<file path="src/rtl/traffic_pkg.sv">
// Shared types and constants for the traffic controller: FSM state encoding,
// countdown widths and the per-approach lamp bit positions.
package traffic_pkg;

  typedef enum logic [2:0] {
    ST_GREEN,
    ST_FLASH,
    ST_YELLOW,
    ST_ALL_RED,
    ST_NIGHT
  } state_t;

  localparam int BCD_W   = 4;
  localparam int SEC_W   = 7;
  localparam int MAX_SEC = 99;

  localparam int LAMP_R = 0;
  localparam int LAMP_Y = 1;
  localparam int LAMP_G = 2;

endpackage

</file>
<file path="src/rtl/tick_gen.sv">
// One-second tick prescaler with a 50% blink phase derived from the same count.
module tick_gen #(
  parameter int TICK_DIV = 50000000
) (
  input  logic clk,
  input  logic rst,
  input  logic clr,
  output logic tick,
  output logic blink
);

  localparam int PW = $clog2(TICK_DIV);

  logic [PW-1:0] presc;

  assign tick  = (presc == PW'(TICK_DIV - 1));
  assign blink = (presc < PW'(TICK_DIV / 2));

  // NOTE: registers use <= so every flop samples pre-edge values; blocking here would race other always_ff blocks.
  always_ff @(posedge clk) begin
    if (rst || clr) begin
      presc <= '0;
    end else if (tick) begin
      presc <= '0;
    end else begin
      presc <= presc + 1'b1;
    end
  end

endmodule

</file>
<file path="src/rtl/traffic_ctrl_n.sv">
// Round-robin traffic light controller with BCD countdown and night blink.
// Define TRAFFIC_PED_EN to add pedestrian requests that shorten cross-traffic green.
module traffic_ctrl_n
  import traffic_pkg::*;
#(
  parameter int NUM_DIR   = 2,
  parameter int TICK_DIV  = 50000000,
  parameter int GREEN_S   = 20,
  parameter int FLASH_S   = 5,
  parameter int YELLOW_S  = 4,
  parameter int ALL_RED_S = 1,
  parameter int PED_CUT_S = 5
) (
  input  logic               clk,
  input  logic               rst,
  input  logic               day_night,
  input  logic [NUM_DIR-1:0] ped_req,
  output logic [NUM_DIR-1:0] light_r,
  output logic [NUM_DIR-1:0] light_y,
  output logic [NUM_DIR-1:0] light_g,
  output logic [1:0]         active_dir,
  output logic [BCD_W-1:0]   cnt_tens,
  output logic [BCD_W-1:0]   cnt_ones,
  output logic               cnt_valid,
  output logic [NUM_DIR-1:0] ped_ack
);

  state_t           state;
  logic [1:0]       active_dir_q;
  logic [1:0]       next_dir;
  logic [SEC_W-1:0] sec_cnt;
  logic             tick, blink, presc_clr;
  logic             ped_cut;
  logic             enter_green;
  logic [2:0]       lamp;
  logic [BCD_W-1:0] tens, ones;

  // Prescaler restarts whenever the controller enters or leaves night mode.
  assign presc_clr = (state == ST_NIGHT) == day_night;

  tick_gen #(.TICK_DIV(TICK_DIV)) u_tick_gen (
    .clk   (clk),
    .rst   (rst),
    .clr   (presc_clr),
    .tick  (tick),
    .blink (blink)
  );

  assign next_dir    = (active_dir_q == 2'(NUM_DIR - 1)) ? 2'd0 : active_dir_q + 2'd1;
  assign enter_green = day_night && (state == ST_ALL_RED) && tick && (sec_cnt == SEC_W'(1));
  assign active_dir  = active_dir_q;

  always_ff @(posedge clk) begin
    if (rst) begin
      state        <= ST_GREEN;
      active_dir_q <= 2'd0;
      sec_cnt      <= SEC_W'(GREEN_S);
    end else if (!day_night) begin
      state   <= ST_NIGHT;
      sec_cnt <= '0;
    end else if (state == ST_NIGHT) begin
      // Re-enter as if the last approach just finished so approach 0 goes next.
      state        <= ST_ALL_RED;
      active_dir_q <= 2'(NUM_DIR - 1);
      sec_cnt      <= SEC_W'(ALL_RED_S);
    end else if (ped_cut) begin
      sec_cnt <= SEC_W'(PED_CUT_S);
    end else if (tick && sec_cnt == SEC_W'(1)) begin
      case (state)
        ST_GREEN: begin
          state   <= ST_FLASH;
          sec_cnt <= SEC_W'(FLASH_S);
        end
        ST_FLASH: begin
          state   <= ST_YELLOW;
          sec_cnt <= SEC_W'(YELLOW_S);
        end
        ST_YELLOW: begin
          state   <= ST_ALL_RED;
          sec_cnt <= SEC_W'(ALL_RED_S);
        end
        default: begin
          state        <= ST_GREEN;
          active_dir_q <= next_dir;
          sec_cnt      <= SEC_W'(GREEN_S);
        end
      endcase
    end else if (tick) begin
      sec_cnt <= sec_cnt - 1'b1;
    end
  end

`ifdef TRAFFIC_PED_EN
  logic [NUM_DIR-1:0] pending, ped_ack_q, dir_mask, next_mask;

  assign dir_mask  = NUM_DIR'(1) << active_dir_q;
  assign next_mask = NUM_DIR'(1) << next_dir;
  assign ped_cut   = (state == ST_GREEN) && (|(pending & ~dir_mask)) &&
                     (sec_cnt > SEC_W'(PED_CUT_S));
  assign ped_ack   = ped_ack_q;

  always_ff @(posedge clk) begin
    if (rst || !day_night || state == ST_NIGHT) begin
      pending   <= '0;
      ped_ack_q <= '0;
    end else if (enter_green) begin
      // A request landing on the serving edge is absorbed by this green.
      pending   <= (pending | ped_req) & ~next_mask;
      ped_ack_q <= (pending | ped_req) & next_mask;
    end else begin
      pending   <= pending | ped_req;
      ped_ack_q <= '0;
    end
  end
`else
  logic unused_ped;
  logic unused_enter;

  assign unused_ped   = ^ped_req;
  assign unused_enter = enter_green;
  assign ped_cut      = 1'b0;
  assign ped_ack      = '0;
`endif

  always_comb begin
    // NOTE: every comb output gets a default first so no path leaves it unassigned and infers a latch.
    light_r = '0;
    light_y = '0;
    light_g = '0;
    lamp    = '0;
    if (state == ST_NIGHT) begin
      light_y = {NUM_DIR{blink}};
    end else begin
      for (int i = 0; i < NUM_DIR; i++) begin
        lamp = '0;
        if (2'(i) == active_dir_q && state != ST_ALL_RED) begin
          case (state)
            ST_GREEN:  lamp[LAMP_G] = 1'b1;
            ST_FLASH:  lamp[LAMP_G] = blink;
            ST_YELLOW: lamp[LAMP_Y] = 1'b1;
            default:   lamp[LAMP_R] = 1'b1;
          endcase
        end else begin
          lamp[LAMP_R] = 1'b1;
        end
        light_r[i] = lamp[LAMP_R];
        light_y[i] = lamp[LAMP_Y];
        light_g[i] = lamp[LAMP_G];
      end
    end
  end

  always_comb begin
    tens = '0;
    ones = sec_cnt[BCD_W-1:0];
    for (int t = 1; t <= MAX_SEC / 10; t++) begin
      if (sec_cnt >= SEC_W'(t * 10)) begin
        tens = BCD_W'(t);
        ones = BCD_W'(sec_cnt - SEC_W'(t * 10));
      end
    end
  end

  assign cnt_valid = (state != ST_NIGHT);
  assign cnt_tens  = cnt_valid ? tens : '0;
  assign cnt_ones  = cnt_valid ? ones : '0;

endmodule

</file>
<file path="config.mk">
export PLATFORM = sky130hd
export DESIGN_NAME = traffic_ctrl_n
export DESIGN_NICKNAME = d
export VERILOG_FILES = /design/src/rtl/traffic_pkg.sv /design/src/rtl/tick_gen.sv /design/src/rtl/traffic_ctrl_n.sv
export SDC_FILE = /design/constraint.sdc
export NUM_CORES = 1
export LEC_CHECK = 0
export ABC_AREA = 1
export BUFFER_PORTS_ARGS = -buffer_cell sky130_fd_sc_hd__buf_2
export CAP_MARGIN = 40
export CORE_UTILIZATION = 30
export DETAILED_ROUTE_END_ITERATION = 8
export HOLD_SLACK_MARGIN = 0.1
export SLEW_MARGIN = 10
export SYNTH_ARGS = -nofsm -noshare
export SYNTH_HDL_FRONTEND = slang
export SYNTH_SLANG_ARGS = --single-unit
</file>
<file path="constraint.sdc">
create_clock -name clk -period 2.3 [get_ports clk]
set_input_delay 0.115 -clock clk [delete_from_list [all_inputs] [get_ports clk]]
set_output_delay 0.115 -clock clk [all_outputs]
set_load 0.05 [all_outputs]
</file>
# After elaboration in Yosys (flattened, before gate mapping)
# Cells that the tools add are included.
dict set report op_classes {
  add_sub_neg 12
  magnitude_cmp 10
  n_eq_ne 13
  n_mux 43
  reduce_logical 14
  bitwise 1
}
# cell count
set op_table {}
lappend op_table {{$mux W4} 19}
lappend op_table {{$add A26 B1 Y26 const B} 1}
lappend op_table {{$eq A26 B26 Y1 const B} 1}
lappend op_table {{$lt A26 B25 Y1 const B} 1}
lappend op_table {{$ge A7 B6 Y1 const B} 3}
lappend op_table {{$ge A7 B7 Y1 const B} 3}
lappend op_table {{$sub A4 B4 Y4 const B} 5}
lappend op_table {{$mux W2} 9}
lappend op_table {{$pmux W5 S3} 1}
lappend op_table {{$ge A7 B5 Y1 const B} 2}
lappend op_table {{$mux W7} 2}
lappend op_table {{$mux W5} 2}
lappend op_table {{$mux W3} 3}
lappend op_table {{$sub A4 B3 Y4 const B} 2}
lappend op_table {{$eq A7 B1 Y1 const B} 1}
lappend op_table {{$ge A7 B4 Y1 const B} 1}
lappend op_table {{$sub A7 B1 Y7 const B} 1}
lappend op_table {{$pmux W2 S3} 1}
lappend op_table {{$reduce_or A3 Y1} 2}
lappend op_table {{$mux W1} 5}
lappend op_table {{$ne A4 B1 Y1 const B} 1}
lappend op_table {{$reduce_bool A2 Y1} 2}
lappend op_table {{$reduce_or A2 Y1} 2}
lappend op_table {{$sub A4 B1 Y4 const B} 1}
lappend op_table {{20 further kinds} 22}
dict set report totals {
  out_inout_bits 19
  reg_bits 38
  word_cells 100
  in_bits 5
}

# Depth between registers and ports, before layout
# Gate-level depths: netlist (run 1).
dict set report depth {
  word_depth 11
  ltp_mapped 17
  ltp_nobuf 16
}

# Modules after synthesis
# Synthesis (run 1) repeated with hierarchy kept, for this count alone.
dict set report unflattened {
  cells_unflattened 473
  area_unflattened_um2 2901.5
}
# module n_inst cells_per_inst seq_area_each_um2 area_each_um2
set modules_own_cells {}
lappend modules_own_cells {tick_gen 1 238 520.5 1507.7}
lappend modules_own_cells {traffic_ctrl_n 1 235 240.2 1393.8}

# Least setup slack after synthesis (run 1)
# OpenSTA, ideal clock, no wires.
dict set report synth_timing {
  kind {register to output}
  start {register sec_cnt[2]}
  end {output cnt_ones[3]}
  required_time_ps 2185
  slack_ps -228
  arrival_ps 2413
  path_buffers 1
  stages_incl_launch_ff 17
  path_cell_list {dfxtp_1 clkbuf_1 inv_1 ha_1 inv_1 nor2_1 nor2_1 nand2_1 nand2_1 nand2_1 nand2_1 nand2_1 nand2_1 nand2_1 nand2_1 nand2_1 a21oi_1}
}
dict set report synth_via {
  elab_chain_len 11
  elab_cells_between_ends 28
  cone_classes {add/sub (9); order compare (9); mux (10)}
}
# element line_no
set synth_rtl {}
lappend synth_rtl {{start, declared} traffic_ctrl_n.sv:31} ;# logic [SEC_W-1:0] sec_cnt;
lappend synth_rtl {{start signal, assigned} traffic_ctrl_n.sv:57} ;# sec_cnt <= SEC_W'(GREEN_S);
lappend synth_rtl {{start signal, assigned} traffic_ctrl_n.sv:65} ;# sec_cnt <= SEC_W'(ALL_RED_S);
lappend synth_rtl {{start signal, assigned} traffic_ctrl_n.sv:67} ;# sec_cnt <= SEC_W'(PED_CUT_S);
lappend synth_rtl {{$ge A7 B4 Y1 / $sub A4 B4 Y4 (equally long branches)} {traffic_ctrl_n.sv:157, traffic_ctrl_n.sv:159}}
lappend synth_rtl {{$mux W4 (8 in series)} traffic_ctrl_n.sv:157} ;# if (sec_cnt >= SEC_W'(t * 10)) begin
lappend synth_rtl {{$mux W4 (*)} traffic_ctrl_n.sv:157}
lappend synth_rtl {{$mux W4 (*)} traffic_ctrl_n.sv:166} ;# assign cnt_ones = cnt_valid ? ones : '0;
lappend synth_rtl {{end, declared} traffic_ctrl_n.sv:23} ;# output logic [BCD_W-1:0] cnt_ones,
# Every way passes the cells marked *; elsewhere a longest branch is shown, timed or not.

# Worst setup path after layout (run 1)
dict set report layout_timing {
  start {register sec_cnt[2]}
  end {output cnt_ones[1]}
}
dict set report layout_via {
  elab_chain_len 11
  elab_cells_between_ends 19
  cone_classes {order compare (9); mux (10)}
}
# element line_no
set layout_rtl {}
lappend layout_rtl {{$ge A7 B4 Y1} traffic_ctrl_n.sv:157}
lappend layout_rtl {{$mux W4 (8 in series)} traffic_ctrl_n.sv:157}
lappend layout_rtl {{$mux W4 (*)} traffic_ctrl_n.sv:157}
lappend layout_rtl {{$mux W4 (*)} traffic_ctrl_n.sv:166}
# Marked as above.

==> results of run 1 <==
==> logic make-up after synthesis <==
group           count (synthesis)
other cells                     1
simple gates                  268
xor+xnor                        7
compound gates                 61
flops                          38
fa+ha+maj                      12
buf+inv                        86
==> worst min-delay path: cells and delay by family <==
kind | cells | cell delay, ns
buf+inv | 2 | 0.17
compound gates | 1 | 0.06
simple gates | 1 | 0.07
==> power groups by stage <==
| stage | registers, W | logic (W) | clock network, W |
|---|---|---|---|
| final | 0.000684 | 0.000384 | 0.000476 |
| after global routing | 0.000687 | 0.000419 | 0.000519 |
| after CTS | 0.000681 | 0.000343 | 0.000497 |
| after detailed placement | 0.000696 | 0.000335 | 0 |
| after global placement | 0.000696 | 0.000334 | 0 |
| after floorplan | 0.000693 | 0.000268 | 0 |
==> sequential cells by signal, indices dropped and copies added (netlist names) <==
| register | flops |
|---|---|
| state | 3 |
| sec_cnt | 7 |
| u_tick_gen.presc | 26 |
| active_dir | 2 |
==> routing by layer <==
metal  track usage  up-vias  wire length (um)  part of all wire
met4        0.0468        0                99             0.013
met2         0.257       67              3730              0.48
met5             0        -                 0                 0
met3        0.0242        7               310             0.040
li1              -     1588                 -                 -
met1         0.205     1409              3620              0.47
==> cell type report <==
type                    instances  area, um2  area share
clock buffers                   7       86.3      0.0242
clock inverters                 1       5.00     0.00140
inverters                      74        288      0.0807
multi-input cells             350       2000       0.561
flip-flops and latches         38        772       0.216
well taps                     129        161      0.0452
repair buffers                 37        255      0.0716
==> Yosys cell counts, drive strengths merged (2+ instances only) <==
library cell    n
xor2            5
nand3          30
o21a            2
a21oi          36
nor2           65
ha             12
a31oi           3
dfxtp          38
nor3           18
clkbuf          2
nor3b           5
or2             4
o21bai          2
o211ai          2
buf            10
nand4          16
xnor2           2
nand2         122
o2111ai         2
o21ai          12
nor4            7
inv            74
==> final timing paths <==
check | start | to | cells after the start | slack [ns]
worst max-delay path | sec_cnt[2]$_SDFFE_PP1P_ | cnt_ones[1] | 14 | 0.09
worst min-delay path | day_night | active_dir[1]$_SDFFE_PP0P_ | 4 | 0.16
worst max register to register | u_tick_gen.presc[0]$_SDFF_PP0_ | u_tick_gen.presc[18]$_SDFF_PP0_ | 11 | 0.41
worst min register to register | u_tick_gen.presc[0]$_SDFF_PP0_ | u_tick_gen.presc[0]$_SDFF_PP0_ | 1 | 0.47
==> per-stage QoR <==
step,worst slack (ns),instance area (um2),util
final,0.0884,3570,0.379
after global routing,-0.0679,3570,0.379
after CTS,0.0406,3350,0.356
after detailed placement,0.185,3240,0.344
after global placement,0.214,3240,0.344
after floorplan,-0.196,2970,-
==> what timing repair did <==
action | CTS | global route
setup buffers | 0 | 7
gates resized for setup | 7 | 53
pin swaps | 0 | 15
setup endpoints to repair | 3 | 4
==> impl_metrics.toml, run 1 <==
[power_and_ir_drop]
power.sequential.fraction = 0.443
internal_power_w = 0.00103
vdd_drop_max_uv = 182
p_clk_frac = 0.308
p_total_w = 0.00154
combPwrFrac = 0.248
sw_frac_of_total = 0.334
leakagePower_nw = 1.52
power.density_nw_per_um2 = 433
power_switching_w = 0.000516

[clock_network]
clkTransAtPathRegs_ns = 0.07
hold_buffers = 0
cts_tree = "done"
cts-root-buf = "clkbuf_8"
cts_buffers = 5
clock-sinks = 38
ctsHtreeMaxLevel = 2
clockBufferDepth = 2
clock_latency_ns = 0.29

[route]
dr.pass1.iters = 5
wl_per_cell_um = 12.2
via_per_inst = 4.83
via_count = 3071
ant_nets = 0
route.detailed.drc = 0
totalWireLength_um = 7760
drt_iter0_drc = 191

[critical_path]
cp-end-kind = "output port"
crit_chain = "buf_8 -> ha_4 -> nand3_1 -> nand3b_1 -> nand2_2 -> nor2_4 -> buf_4 -> nand2_1 -> nand2_1 -> nand2_2 -> nand3_1 -> nand2_1 -> nor2_2 -> buf_6"
cp_num_buf_inv = 3
critPathMaxStageDelay_ns = 0.37
arrival_ns = 2.10
slowest_stage = "dfxtp_4"
worst-path-max-fanout = 6
crit_type = "register to output port"
critPathLaunchType = "register"
crit_top_cell = "nand2_1"
worstPathRequired_ns = 2.18
critPathTopFamily = "simple AND/OR/NAND/NOR gates"

[cells_and_area]
layout.cells.non_filler = 636
final_cell_mix = "nand2_1 (107), nor2_1 (56), inv_1 (55)"
nets = 523
synthToLayoutAreaGrowth_pct = 20.5
diodes = 0
drive_gt1_frac = 0.239
layout_commonest_cell = "nand2_1"
fillers = 1019

[logic_synthesis]
yosys.area_share.simple = 0.437
ys_warn_count = 0
syn_area_um2 = 2960
ys_seq_area_frac = 0.257
post_synth_num_cell_types = 43
synth_edf_count = 0
syn_avg_cell_area_um2 = 6.26
ys.flop_type = "dfxtp_1"
synthXorXnorAreaFrac = 0.0207
yosys.area.top_type_share = 0.257
ys_ff_latch = 38
syn_inst = 473
synth_mux_area_frac = 0
synth-compound-area-share = 0.115
synth_top_family_by_area = "simple AND/OR/NAND/NOR gates"
synthTopCellsByArea = "dfxtp_1 (26%), nand2_1 (15%), inv_1 (7.7%)"
synthAdderAreaFrac = 0.0507
synth_top_area_cell = "dfxtp_1"
ys_async_sr_fraction = 0

[floorplan]
std_cell_rows = 35
start_util = 0.314
die_w_um = 101
die_area_um2 = 10300
fp.dieH_um = 101
io_pins = 24
core-area_um2 = 9420

[min_path]
hp-class = "input pin to register"

[global_routing]
grt_pass1_wl_um = 12800
grtUsageTotal = 0.154
antenna_found_initial = 0
grt_pass1_vias = 2893
grt_max_degree = 25
grt_overflow_total = 0

[sta]
setup_viol = 0
fin_skew_ns = 0.0110
hold_slack_ns = 0.155
max_freq_mhz = 452
post-route-min-period_ns = 2.21
period_share = 0.962
final.setup.tns_ns = 0
slew_viol_final = 0
finalHoldViolCount = 0

[placed_design]
gp_congestion = 0.875
placed_cells = 621
io_buffers = 19
dp_hpwl_um = 5810

[outcome]
status = "completed"

[job]
maxCapViolations = 0
Power figures use the tool's default switching activity.
==> run 2, diff against run 1 <==
--- a/config.mk
+++ b/config.mk
@@ -6,11 +6,12 @@
 export NUM_CORES = 1
 export LEC_CHECK = 0
 export ABC_AREA = 1
-export BUFFER_PORTS_ARGS = -buffer_cell sky130_fd_sc_hd__buf_2
+export BUFFER_PORTS_ARGS = -buffer_cell sky130_fd_sc_hd__buf_4
 export CAP_MARGIN = 40
 export CORE_UTILIZATION = 30
 export DETAILED_ROUTE_END_ITERATION = 8
 export HOLD_SLACK_MARGIN = 0.1
+export SETUP_SLACK_MARGIN = 0.5
 export SLEW_MARGIN = 10
 export SYNTH_ARGS = -nofsm -noshare
 export SYNTH_HDL_FRONTEND = slang
==> run 2 against run 1 <==
Effect of this change: routed wire length grew 11%; largest cell class unchanged; cell count up 5.5%; clock skew shrank 0.0078 ns.
==> impl_metrics.toml, run 2 (synthesis results as in run 1) <==
[outcome]
status = "completed"

[floorplan]
io_pins = 24
fp.dieH_um = 101
start_util = 0.314
std_cell_rows = 35
die_area_um2 = 10300
core-area_um2 = 9420
die_w_um = 101

[global_routing]
grt_max_degree = 13
antenna_found_initial = 0
met1_usage = 0.207
grtUsageTotal = 0.165
grt_pass1_vias = 3100
use_met2 = 0.297
grt_overflow_total = 0
busiest_layer = "met2"
grt_pass1_wl_um = 13800
use_met3 = 0.0166

[critical_path]
arrival_ns = 2.08
r2r_cells = 11
worst-path-max-fanout = 7
crit_chain = "inv_8 -> ha_4 -> inv_4 -> nand2_4 -> nand2_2 -> nor2_4 -> o21ai_2 -> nand2_1 -> nand2_1 -> nand2_1 -> nand2_2 -> nand2_4 -> nand3_2 -> nand2_2 -> nor2_4 -> buf_8"
cp_num_cells = 16
critPathTopFamily = "simple AND/OR/NAND/NOR gates"
cp_num_buf_inv = 3
critPathMaxStageDelay_ns = 0.43
regToRegSetupSlack_ns = 0.50
cp-end-kind = "output port"
critPathLaunchType = "register"
slowest_stage = "dfxtp_4"
worstPathRequired_ns = 2.18
crit_type = "register to output port"

[cells_and_area]
final_cell_mix = "nand2_1 (91), buf_4 (55), inv_1 (46), nor2_1 (46)"
nets = 558
synthToLayoutAreaGrowth_pct = 46.8
diodes = 0
fin_area_um2 = 4350
largest-register = "u_tick_gen.presc"
layout_commonest_cell = "nand2_1"
fillers = 912
reg_top3 = "u_tick_gen.presc x26, sec_cnt x7, state x3"
largest_reg_flops = 26
drive_gt1_frac = 0.439

[route]
dr.pass1.iters = 4
via_per_inst = 4.93
route.detailed.drc = 0
wl_per_cell_um = 12.9
totalWireLength_um = 8640
ant_nets = 0
drt_iter0_drc = 124
via_count = 3307

[placed_design]
dp_hpwl_um = 5840
placed_cell_area_um2 = 3390
gp_congestion = 0.925
io_buffers = 19

[power_and_ir_drop]
p_total_w = 0.00169
leakagePower_nw = 1.84
vdd_drop_max_uv = 449
power.density_nw_per_um2 = 388

[sta]
post-route-min-period_ns = 2.19
fin_skew_ns = 0.00321
final.setup.tns_ns = 0
slew_viol_final = 0
hold_slack_ns = 0.148
setup_viol = 0
period_share = 0.953
rsz0062_at_grt = "yes"
max_freq_mhz = 456
finalHoldViolCount = 0

[clock_network]
clock-sinks = 38
ctsHtreeMaxLevel = 2
cts-root-buf = "clkbuf_8"
cts_tree = "done"
clock_latency_ns = 0.29
hold_buffers = 0
cts_buffers = 5
clkTransAtPathRegs_ns = 0.07
clockBufferDepth = 2

[min_path]
hp-class = "input pin to register"
whs_path_depth = 4

[job]
maxCapViolations = 0
==> run 2: final cells by class <==
class                      count  area, um2  area share
multi-input combinational    352       2330       0.536
sequential                    38        838       0.193
timing repair buffer          70        589       0.136
inverter                      74        317      0.0728
tap                          129        161      0.0371
clock buffer                   8        110      0.0253
==> run 2: worst paths after layout <==
check,start,to
worst max-delay path,sec_cnt[2]$_SDFFE_PP1P_,cnt_ones[1]
worst min-delay path,rst,sec_cnt[5]$_SDFFE_PP0P_
worst max register to register,u_tick_gen.presc[0]$_SDFF_PP0_,u_tick_gen.presc[14]$_SDFF_PP0_
worst min register to register,u_tick_gen.presc[0]$_SDFF_PP0_,u_tick_gen.presc[0]$_SDFF_PP0_
==> run 2: power by group <==
part	internal (W)	leakage, nW	switching (W)	total, W
clock network	0.000303	0.0575	0.000235	0.000538
registers	0.000653	0.325	0.0000220	0.000675
logic	0.000172	1.46	0.000302	0.000474
==> run 2: worst register-to-register path, delay by kind of cell, from the launching register on <==
kind,cells,cell delay (ns)
AND/OR/NAND/NOR,6,0.87
AO/OA/AOI/OAI,1,0.08
buffers and inverters,3,0.23
flip-flops,1,0.38
adder cells (fa/ha/maj),1,0.14
==> run 2: metal layers <==
| layer | wire length, um | vias up |
|---|---|---|
| met2 | 4300 | 81 |
| met5 | 0 | - |
| met1 | 3790 | 1538 |
| met3 | 321 | 20 |
| met4 | 232 | 0 |
| li1 | - | 1668 |
==> run 2: repair_timing <==
item                       in CTS  in global routing
setup buffers                  17                 28
setup endpoints to repair      39                 47
pin swaps                      23                 45
cloned                          2                  0
resized for setup              66                 97
==> run 2: through the flow <==
step,util,worst slack [ns],std cells
6_report,0.462,0.107,671
4_1_cts,0.409,0.152,643
3_5_place_dp,0.360,0.271,616
3_3_place_gp,0.360,0.249,616
5_1_grt,0.462,0.00956,671
2_1_floorplan,-,0.445,474
==> run 3, diff against run 2 <==
==> constraint.sdc (replaced) <==
create_clock -name clk -period 2.3 [get_ports clk]
set_input_delay 0.115 -clock clk [delete_from_list [all_inputs] [get_ports clk]]
set_output_delay 0.115 -clock clk [all_outputs]
set_load 0.02 [all_outputs]
==> run 3 against run 2 <==
Effect of this change: combinational power shrank 22%; routed wire length fell by 0.46%; worst setup slack improved by 0.079 ns; fmax rose by 3.7%; total power down 8.4%; worst hold slack worse by 0.022 ns; flip-flop and latch count unchanged; sequential power barely moved; die area unchanged; clock-buffer cell count is 2 lower; global-route usage up 0.40 points; largest cell class unchanged; highest routed layer unchanged.
==> impl_metrics.toml, run 3 (synthesis results as in run 1) <==
[critical_path]
worstPathRequired_ns = 2.18
worst-path-max-fanout = 5
crit_top_cell = "nand2_2"
arrival_ns = 2.00
crit_chain = "buf_8 -> ha_4 -> nand2_2 -> nand2_2 -> nand2_2 -> inv_2 -> o21ai_1 -> nand2_1 -> nand2_1 -> nand2_1 -> nand2_2 -> nand2_4 -> a21oi_4 -> nor2_4 -> buf_6"
critPathTopFamily = "simple AND/OR/NAND/NOR gates"
cp-end-kind = "output port"
crit_type = "register to output port"
critPathLaunchType = "register"
slowest_stage = "dfxtp_4"
cp_num_buf_inv = 3
critPathMaxStageDelay_ns = 0.38

[global_routing]
use_met3 = 0.0228
grt_pass1_vias = 3031
antenna_found_initial = 0
use_met2 = 0.289
grt_pass1_wl_um = 13900
met1_usage = 0.216
grtUsageTotal = 0.169
busiest_layer = "met2"
grt_overflow_total = 0
grt_max_degree = 13

[sta]
setup_viol = 0
slew_viol_final = 0
hold_slack_ns = 0.126
fin_skew_ns = 0.0140
final.setup.tns_ns = 0
finalHoldViolCount = 0
rsz0062_at_grt = "yes"
max_freq_mhz = 473
post-route-min-period_ns = 2.11
period_share = 0.919

[route]
via_count = 3277
via_per_inst = 4.92
dr.pass1.iters = 4
ant_nets = 0
route.detailed.drc = 0
wl_per_cell_um = 12.9
drt_iter0_drc = 191
totalWireLength_um = 8600

[floorplan]
die_w_um = 101
start_util = 0.314
fp.dieH_um = 101
io_pins = 24
core-area_um2 = 9420
std_cell_rows = 35
die_area_um2 = 10300

[power_and_ir_drop]
vdd_drop_max_uv = 236
leakagePower_nw = 1.77
power.density_nw_per_um2 = 370

[clock_network]
ctsHtreeMaxLevel = 2
hold_buffers = 0
clkTransAtPathRegs_ns = 0.08
cts-root-buf = "clkbuf_8"
cts_tree = "done"
clock_latency_ns = 0.30
clockBufferDepth = 2
cts_buffers = 5
clock-sinks = 38

[min_path]
hp-class = "input pin to register"

[cells_and_area]
fillers = 921
final_cell_mix = "nand2_1 (95), buf_4 (56), inv_1 (49)"
diodes = 0
largest-register = "u_tick_gen.presc"
layout_commonest_cell = "nand2_1"
drive_gt1_frac = 0.400
largest_reg_flops = 26
nets = 553
synthToLayoutAreaGrowth_pct = 40.9
reg_top3 = "u_tick_gen.presc x26, sec_cnt x7, state x3"

[placed_design]
io_buffers = 19
dp_hpwl_um = 5700
gp_congestion = 0.895

[job]
maxCapViolations = 0

[outcome]
status = "completed"
[run 3: changes by cell type in the layout (fill, tap and decap cells not counted), moves of 4 or more]
| cell | change |
|---|---|
| a21oi_1 | +5 |
| buf_6 | -6 |
| o21ai_0 | +4 |
| nand2_1 | +4 |
| a21oi_2 | -5 |
[run 3: worst paths after layout]
check	from	end	slack, ns	cells after the start
min reg2reg	u_tick_gen.presc[0]$_SDFF_PP0_	u_tick_gen.presc[0]$_SDFF_PP0_	0.45	1
max reg2reg	u_tick_gen.presc[0]$_SDFF_PP0_	active_dir[1]$_SDFFE_PP0P_	0.55	12
min	rst	state[2]$_SDFFE_PP0P_	0.13	4
max	sec_cnt[2]$_SDFFE_PP1P_	cnt_ones[1]	0.19	15
[run 3: final cells by class]
class	count	area (um2)	share of cell area
clock inverter	2	12.5	0.00300
clock buffer	6	82.6	0.0198
timing repair buffer	64	514	0.123
inverter	74	309	0.0741
timing repair inverter	1	5.00	0.00120
sequential	38	833	0.200
tap	129	161	0.0387
multi-input combinational	352	2250	0.540
[run 3: repair_timing]
action / 4_1_cts / 5_1_grt
buffers inserted: 16 / 22
endpoints found under the setup margin: 43 / 41
resized for setup: 73 / 85
cloned: 2 / 1
pin swaps: 23 / 29
[run 3: report_power, final]
part           internal, W  switching [W]  leakage, nW  total, W
sequential        0.000656      0.0000194        0.325  0.000675
combinational     0.000149       0.000223         1.40  0.000372
clock             0.000241       0.000257       0.0472  0.000498
total              0.00105       0.000499         1.77   0.00154
[run 3: stage by stage]
stage / power (W) / util / instance area, um2 / setup WS (ns) / instances
after floorplan: 0.000907 / - / 3010 / 0.493 / 474
after global placement: 0.000989 / 0.349 / 3290 / 0.208 / 617
after detailed placement: 0.000990 / 0.349 / 3290 / 0.232 / 617
after CTS: 0.00153 / 0.397 / 3740 / 0.177 / 643
after global routing: 0.00163 / 0.443 / 4170 / 0.0650 / 666
final: 0.00154 / 0.443 / 4170 / 0.186 / 666
[run 3: worst register-to-register path, delay by kind of cell, from the launching register on]
family / cells / cell delay (ns)
and+or+nand+nor: 7 / 0.77
DFF: 1 / 0.38
buffers and inverters: 3 / 0.20
AOI/OAI and AO/OA: 1 / 0.15
adders and majority gates: 1 / 0.13
[run 3: layer usage]
layer | up-vias | wire [um]
met4 | 0 | 195
met3 | 19 | 347
met1 | 1518 | 3970
met5 | - | 0
li1 | 1660 | -
met2 | 80 | 4090
